===== config.mk =====
export PLATFORM = sky130hd
export DESIGN_NAME = adc_err_avg_fx
export DESIGN_NICKNAME = d
export VERILOG_FILES = /design/src/rtl/adc_err_avg_fx.sv
export SDC_FILE = /design/constraint.sdc
export NUM_CORES = 1
export LEC_CHECK = 0
export ABC_AREA = 1
export CORE_ASPECT_RATIO = 1.2
export CORE_MARGIN = 3
export CORE_UTILIZATION = 31
export DETAILED_ROUTE_END_ITERATION = 10
export PLACE_DENSITY = 0.51
export SYNTH_ARGS = -nofsm -noshare
export SYNTH_HDL_FRONTEND = slang
export SYNTH_SLANG_ARGS = --single-unit

===== constraint.sdc =====
create_clock -name clk -period 2.57 [get_ports clk]
set_input_delay 0.514 -clock clk [delete_from_list [all_inputs] [get_ports clk]]
set_output_delay 0.514 -clock clk [all_outputs]
set_load 0.03 [all_outputs]

===== src/rtl/adc_err_avg_fx.sv =====
// ADC-to-error front end: edge-captures ADC samples, averages 2^AVG_LOG2 of them,
// and emits a saturated signed error vref - average with a one-cycle ready pulse.
module adc_err_avg_fx #(
  parameter int unsigned ADC_W    = 12,
  parameter int unsigned AVG_LOG2 = 2,
  parameter int unsigned OUT_W    = 16
) (
  input  logic                    clk,
  input  logic                    rst,
  input  logic                    en,
  input  logic                    adc_ready,
  input  logic [ADC_W-1:0]        adc,
  input  logic signed [OUT_W-1:0] vref,
  output logic signed [OUT_W-1:0] e0,
  output logic                    e0_ready,
  output logic                    e0_sat,
  output logic                    overrun
);

  localparam int unsigned ACC_W  = ADC_W + AVG_LOG2;
  localparam int unsigned CNT_W  = (AVG_LOG2 > 0) ? AVG_LOG2 : 1;
  localparam int unsigned DIFF_W = OUT_W + 1;
  // With AVG_LOG2=0 the last count is 0, so every sample completes an average.
  localparam logic [CNT_W-1:0] CNT_LAST = CNT_W'((1 << AVG_LOG2) - 1);
  localparam logic [OUT_W-1:0] E0_MAX   = {1'b0, {(OUT_W-1){1'b1}}};
  localparam logic [OUT_W-1:0] E0_MIN   = {1'b1, {(OUT_W-1){1'b0}}};

  typedef enum logic [1:0] {
    ACC = 2'd0,
    SUB = 2'd1,
    OUT = 2'd2
  } state_t;

  state_t                    state, state_nxt;
  logic [ACC_W-1:0]          acc, acc_nxt;
  logic [CNT_W-1:0]          cnt, cnt_nxt;
  logic signed [DIFF_W-1:0]  diff, diff_nxt;
  logic                      adc_ready_d;
  logic signed [OUT_W-1:0]   e0_nxt;
  logic                      e0_sat_nxt;
  logic                      e0_ready_nxt;
  logic                      overrun_nxt;

  logic                      sample_edge_c;
  logic [ADC_W-1:0]          avg_c;
  logic signed [DIFF_W-1:0]  sub_c;
  logic                      clip_c;
  logic signed [OUT_W-1:0]   sat_val_c;

  assign sample_edge_c = adc_ready & ~adc_ready_d;

  // Floor average; it always fits back into ADC_W bits.
  assign avg_c = ADC_W'(acc >> AVG_LOG2);
  assign sub_c = $signed({vref[OUT_W-1], vref}) - $signed(DIFF_W'(avg_c));

  // Result overflows OUT_W exactly when the two top bits of diff disagree.
  assign clip_c    = diff[DIFF_W-1] ^ diff[DIFF_W-2];
  assign sat_val_c = clip_c ? (diff[DIFF_W-1] ? E0_MIN : E0_MAX) : diff[OUT_W-1:0];

  always_ff @(posedge clk) begin
    if (rst) begin
      state       <= ACC;
      acc         <= '0;
      cnt         <= '0;
      diff        <= '0;
      adc_ready_d <= 1'b0;
      e0          <= '0;
      e0_sat      <= 1'b0;
      e0_ready    <= 1'b0;
      overrun     <= 1'b0;
    end else begin
      state       <= state_nxt;
      acc         <= acc_nxt;
      cnt         <= cnt_nxt;
      diff        <= diff_nxt;
      adc_ready_d <= adc_ready;
      e0          <= e0_nxt;
      e0_sat      <= e0_sat_nxt;
      e0_ready    <= e0_ready_nxt;
      overrun     <= overrun_nxt;
    end
  end

  always_comb begin
    state_nxt    = state;
    acc_nxt      = acc;
    cnt_nxt      = cnt;
    diff_nxt     = diff;
    e0_nxt       = e0;
    e0_sat_nxt   = e0_sat;
    e0_ready_nxt = 1'b0;
    overrun_nxt  = 1'b0;

    if (!en) begin
      // Disable abandons any partial average or pending result.
      state_nxt = ACC;
      acc_nxt   = '0;
      cnt_nxt   = '0;
    end else begin
      case (state)
        ACC: begin
          if (sample_edge_c) begin
            acc_nxt = acc + ACC_W'(adc);
            if (cnt == CNT_LAST) begin
              cnt_nxt   = '0;
              state_nxt = SUB;
            end else begin
              cnt_nxt = cnt + CNT_W'(1);
            end
          end
        end
        SUB: begin
          diff_nxt    = sub_c;
          acc_nxt     = '0;
          overrun_nxt = sample_edge_c;
          state_nxt   = OUT;
        end
        OUT: begin
          e0_nxt       = sat_val_c;
          e0_sat_nxt   = clip_c;
          e0_ready_nxt = 1'b1;
          overrun_nxt  = sample_edge_c;
          state_nxt    = ACC;
        end
        default: state_nxt = ACC;
      endcase
    end
  end

endmodule


### Word level (Yosys, flattened, before mapping)

Cells that the tools add are included.

* logic and storage cells: 41
* bits in registers: 55
* memory bits (read-only): 0
* bits in latches: 0
* bits in writable memories: 0
* output and inout port bits: 19
* memories kept: 0

* shift operators: 0
* order comparisons: 0
* add/subtract/negate cells: 3
* multipliers: 0
* div/mod/pow operators: 0
* eq/ne operators: 5
* bitwise operators: 5
* reduce and logical (&&, ||, !) cells: 10
* muxes and demuxes: 9

Operators by type and width (number)
* 16-bit two-way mux: 2
* 14-bit one-hot mux with 2 select lines: 1
* 16-bit by 13-bit subtractor with 17-bit output: 1
* 14-bit by 12-bit adder with 14-bit output: 1
* 14-bit two-way mux: 1
* 2-bit AND reduction: 5
* 2-bit two-way mux: 3
* 2-bit equality test (second input constant): 2
* 2-bit inequality test (second input constant): 2
* 2-bit one-hot mux with 2 select lines: 1
* 2-bit OR reduction: 2
* 1-bit inverter: 3
* 3-bit OR reduction: 1
* 2-bit by 1-bit adder with 2-bit output (second input constant): 1
* 2-bit by 1-bit equality test with 1-bit output (second input constant): 1
* 2-bit zero test: 1
* 2-bit nonzero test: 1
* 1-bit bitwise AND: 1
* 1-bit two-way mux: 1
* 1-bit XOR: 1

### Logic depth before layout (Yosys ltp)

* depth in word-level cells: 4
* gate-level depth with buffers: 14
* depth with buffers taken out: 14

### Worst setup path before layout

No wires, ideal clock.

* path type: input-to-reg
* start point: in vref[0]
* end point: reg diff[6]
* stages on the path: 13
* setup time: 0.056 ns
* arrival time: 1.839 ns
* path slack: 0.675 ns
* cell sequence: inv_1 -> ha_1 -> fa_1 -> inv_1 -> nand3_1 -> nand3_2 -> nand2_1 -> nand2_2 -> inv_1 -> or2_0 -> nand3_1 -> nand2_1 -> inv_1

* word-level cells in the longest chain between the ends: 1

Ends and longest elaborated chain
* start: declaration: RTL line 13 `input logic signed [OUT_W-1:0] vref,`
* 16-bit by 13-bit subtractor with 17-bit output: RTL line 54 `assign sub_c = $signed({vref[OUT_W-1], vref}) - $signed(DIFF_W'(avg_c));`
* end signal: assignment: RTL line 75 `diff <= diff_nxt;`
* end: declaration: RTL line 37 `logic signed [DIFF_W-1:0] diff, diff_nxt;`

No other way between the ends.
A chain may end at the register's enable or synchronous reset.

### Final worst setup path

Same ends and word-level chain as after synthesis.

==> impl_metrics.env <==
export IMPL_post_cts_resized=0
export IMPL_setup_viol=0
export IMPL_antennaDiodeCount=0
export IMPL_cts_tree="built"
export IMPL_powerDensity_nw_per_um2=428
export IMPL_period_needed_ns=2.17
export IMPL_syn2layout_area_growth_pct=22.4
export IMPL_maxCapViolCount=0
export IMPL_grt_overflow=0
export IMPL_synthAdderAreaFrac_pct=11.2
export IMPL_io_buffers=50
export IMPL_ys_ff_latch=55
export IMPL_drive_gt1_share_pct=5.06
export IMPL_fin_worst_skew_ns=0.00967
export IMPL_cts_root_buf="clkbuf_16"
export IMPL_wl_per_cell_um=12.1
export IMPL_yosysTopAreaCell="dfxtp_1"
export IMPL_fp_dieW_um=106
export IMPL_synth_xor_area_share_pct=0.711
export IMPL_drtIter0Drc=142
export IMPL_synth_top_family_by_area="simple AND/OR/NAND/NOR gates"
export IMPL_drc=0
export IMPL_synth_area_um2=3700
export IMPL_final_nets=696
export IMPL_grt_busiest_layer="met2"
export IMPL_path_clk_slew_ns=0.08
export IMPL_tns_ns=0
export IMPL_hold_viol=0
export IMPL_wl_um=9590
export IMPL_drtAntennaViolNets=0
export IMPL_antenna_found_initial=0
export IMPL_synthTopCellsByArea="dfxtp_1 (30%), nand2_1 (17%), ha_1 (10%)"
export IMPL_yosysWarnings=0
export IMPL_grt_pass1_vias=3527
export IMPL_dp_hpwl_um=7760
export IMPL_maxSlewViolCount=0
export IMPL_grt_max_degree=30
export IMPL_crit_type="in2reg"
export IMPL_yosys_area_share_simple_pct=33.8
export IMPL_use_met1_pct=18.0
export IMPL_timing_hold_ws_ns=0.462
export IMPL_crit_fanout=4
export IMPL_critPathLaunchType="primary input"
export IMPL_synth_distinct_cells=36
export IMPL_syn_nets=645
export IMPL_cts_sinks=55
export IMPL_use_met2_pct=27.5
export IMPL_hp_class="reg2reg"
export IMPL_gp_congestion=0.869
export IMPL_gr_usage_met3_pct=2.15
export IMPL_vias=3626
export IMPL_outcome="completed"
export IMPL_syn_instance_count=581
export IMPL_clk_latency_ns=0.30
export IMPL_end_kind="flop"
export IMPL_h_tree_depth=2
export IMPL_ys_seq_area_share_pct=29.8
export IMPL_track_usage_pct=15.0
export IMPL_start_util_pct=31.8
export IMPL_crit_required_ns=2.82
export IMPL_timing_fmax_ghz=0.461
export IMPL_ir_drop_mv=0.256
export IMPL_first_pass_iters=4
export IMPL_synth_compound_area_share_pct=12.4
export IMPL_worst_pin_slew_ns=0.477
export IMPL_fp_row_count=43
export IMPL_yosysTopAreaCellShare_pct=29.8
export IMPL_fp_dieH_um=126
export IMPL_clockBufferDepth=2
export IMPL_muxShareOfSynthArea_pct=0
export IMPL_die_area_um2=13300
export IMPL_cts_hold_fix_buffers=0
export IMPL_syn_area_per_cell_um2=6.36
export IMPL_grt_pass1_wl_um=16400
export IMPL_rsz0062_at_grt="no"
export IMPL_cts_setup_buffers=0
export IMPL_core_um2=11600
export IMPL_worstPathArrival_ns=2.42
export IMPL_finalCritPeriodShare_pct=84.5
export IMPL_slew_headroom_pct=68.2
export IMPL_p_leak_nw=2.17
export IMPL_viasPerCell=4.59
export IMPL_ios=51
export IMPL_cts_made_buffers=5
-- state kept, by name, indices dropped and copies added, names as in the netlist --
register	flops
adc_ready_d	1
overrun	1
acc	14
cnt	2
e0_sat	1
state	2
e0	16
e0_ready	1
diff	17
-- cell families (layout without fill, tap and decap cells) --
family | after synthesis | count (layout)
AO/OA/AOI/OAI | 87 | 87
flip-flops | 55 | 55
buffers and inverters | 112 | 164
AND/OR/NAND/NOR | 292 | 292
XOR/XNOR | 3 | 3
adder cells (fa/ha/maj) | 32 | 32
-- final timing paths --
path | start | end | slack [ns] | cells past startpoint
setup / recovery | vref[0] | diff[6]$_SDFFE_PP0P_ | 0.40 | 14
setup reg to reg | acc[12]$_SDFFE_PP0P_ | diff[15]$_SDFFE_PP0P_ | 0.72 | 12
hold / removal | diff[0]$_SDFFE_PP0P_ | e0[0]$_SDFFE_PP0P_ | 0.46 | 2
hold reg to reg | diff[0]$_SDFFE_PP0P_ | e0[0]$_SDFFE_PP0P_ | 0.46 | 2
-- area by class of cell --
class                   count  area [um^2]
fillers                  1310         7100
clock buffers               6          139
flip-flops and latches     55         1100
well taps                 157          196
multi-input cells         414         2150
repair buffers             56          546
inverters                 100          375
clock inverters             2         16.3
-- critical path, stage by stage --
cell             delay [ns]
clkdlybuf4s50_1        0.46
inv_1                  0.04
ha_1                   0.21
fa_1                   0.40
inv_1                  0.07
nand3_1                0.07
nand3_2                0.11
nand2_1                0.07
nand2_2                0.07
inv_1                  0.05
or2_0                  0.19
nand3_1                0.06
nand2_1                0.05
inv_1                  0.04
-- cell usage after synthesis, drive strengths merged --
master / number
o22ai: 1
a211oi: 1
a21oi: 49
nand3b: 3
inv: 99
or2: 5
xnor2: 1
nor3: 7
a31oi: 3
dfxtp: 55
nand4: 7
fa: 2
clkbuf: 5
nand2: 168
ha: 30
o21a: 3
and2: 1
buf: 7
xor2: 2
o211ai: 2
o21ai: 27
nor2: 55
clkinv: 1
a311oi: 1
nand3: 46
-- report_power, final --
group | switching [mW] | internal, mW
combinational | 0.207 | 0.146
sequential | 0.00782 | 0.860
clock | 0.326 | 0.391
total | 0.541 | 1.40
-- stage by stage --
step / util [%] / cell area [um^2] / setup WS, ns / std cells / power, mW
after floorplan: - / 3700 / 0.675 / 581 / 1.12
after global placement: 37.6 / 4370 / 0.0765 / 782 / 1.24
after detailed placement: 37.6 / 4370 / 0.0730 / 782 / 1.24
after CTS: 38.9 / 4520 / 0.382 / 790 / 1.97
after global routing: 38.9 / 4520 / 0.188 / 790 / 2.06
final: 38.9 / 4520 / 0.399 / 790 / 1.94
-- cells in the final DEF (no fill, tap or decap), types with 2 or more instances in the layout --
cell type          n
a21oi_1           49
a31oi_1            3
buf_4              6
clkbuf_16          5
clkdlybuf4s50_1   50
dfxtp_1           55
fa_1               2
ha_1              30
inv_1             93
inv_2              6
nand2_1          163
nand2_2            4
nand3_1           45
nand3b_1           3
nand4_1            7
nor2_1            53
nor2_4             2
nor3_1             6
o211ai_1           2
o21a_1             3
o21ai_0           26
or2_2              3
xor2_1             2
-- routing by layer --
layer	routed length (um)	up-vias	share of wire [%]
li1	-	1947	-
met1	4250	1602	44
met2	4840	63	50
met3	296	14	3.1
met4	206	0	2.1
met5	0	-	0
Power figures use the tool's default switching activity.
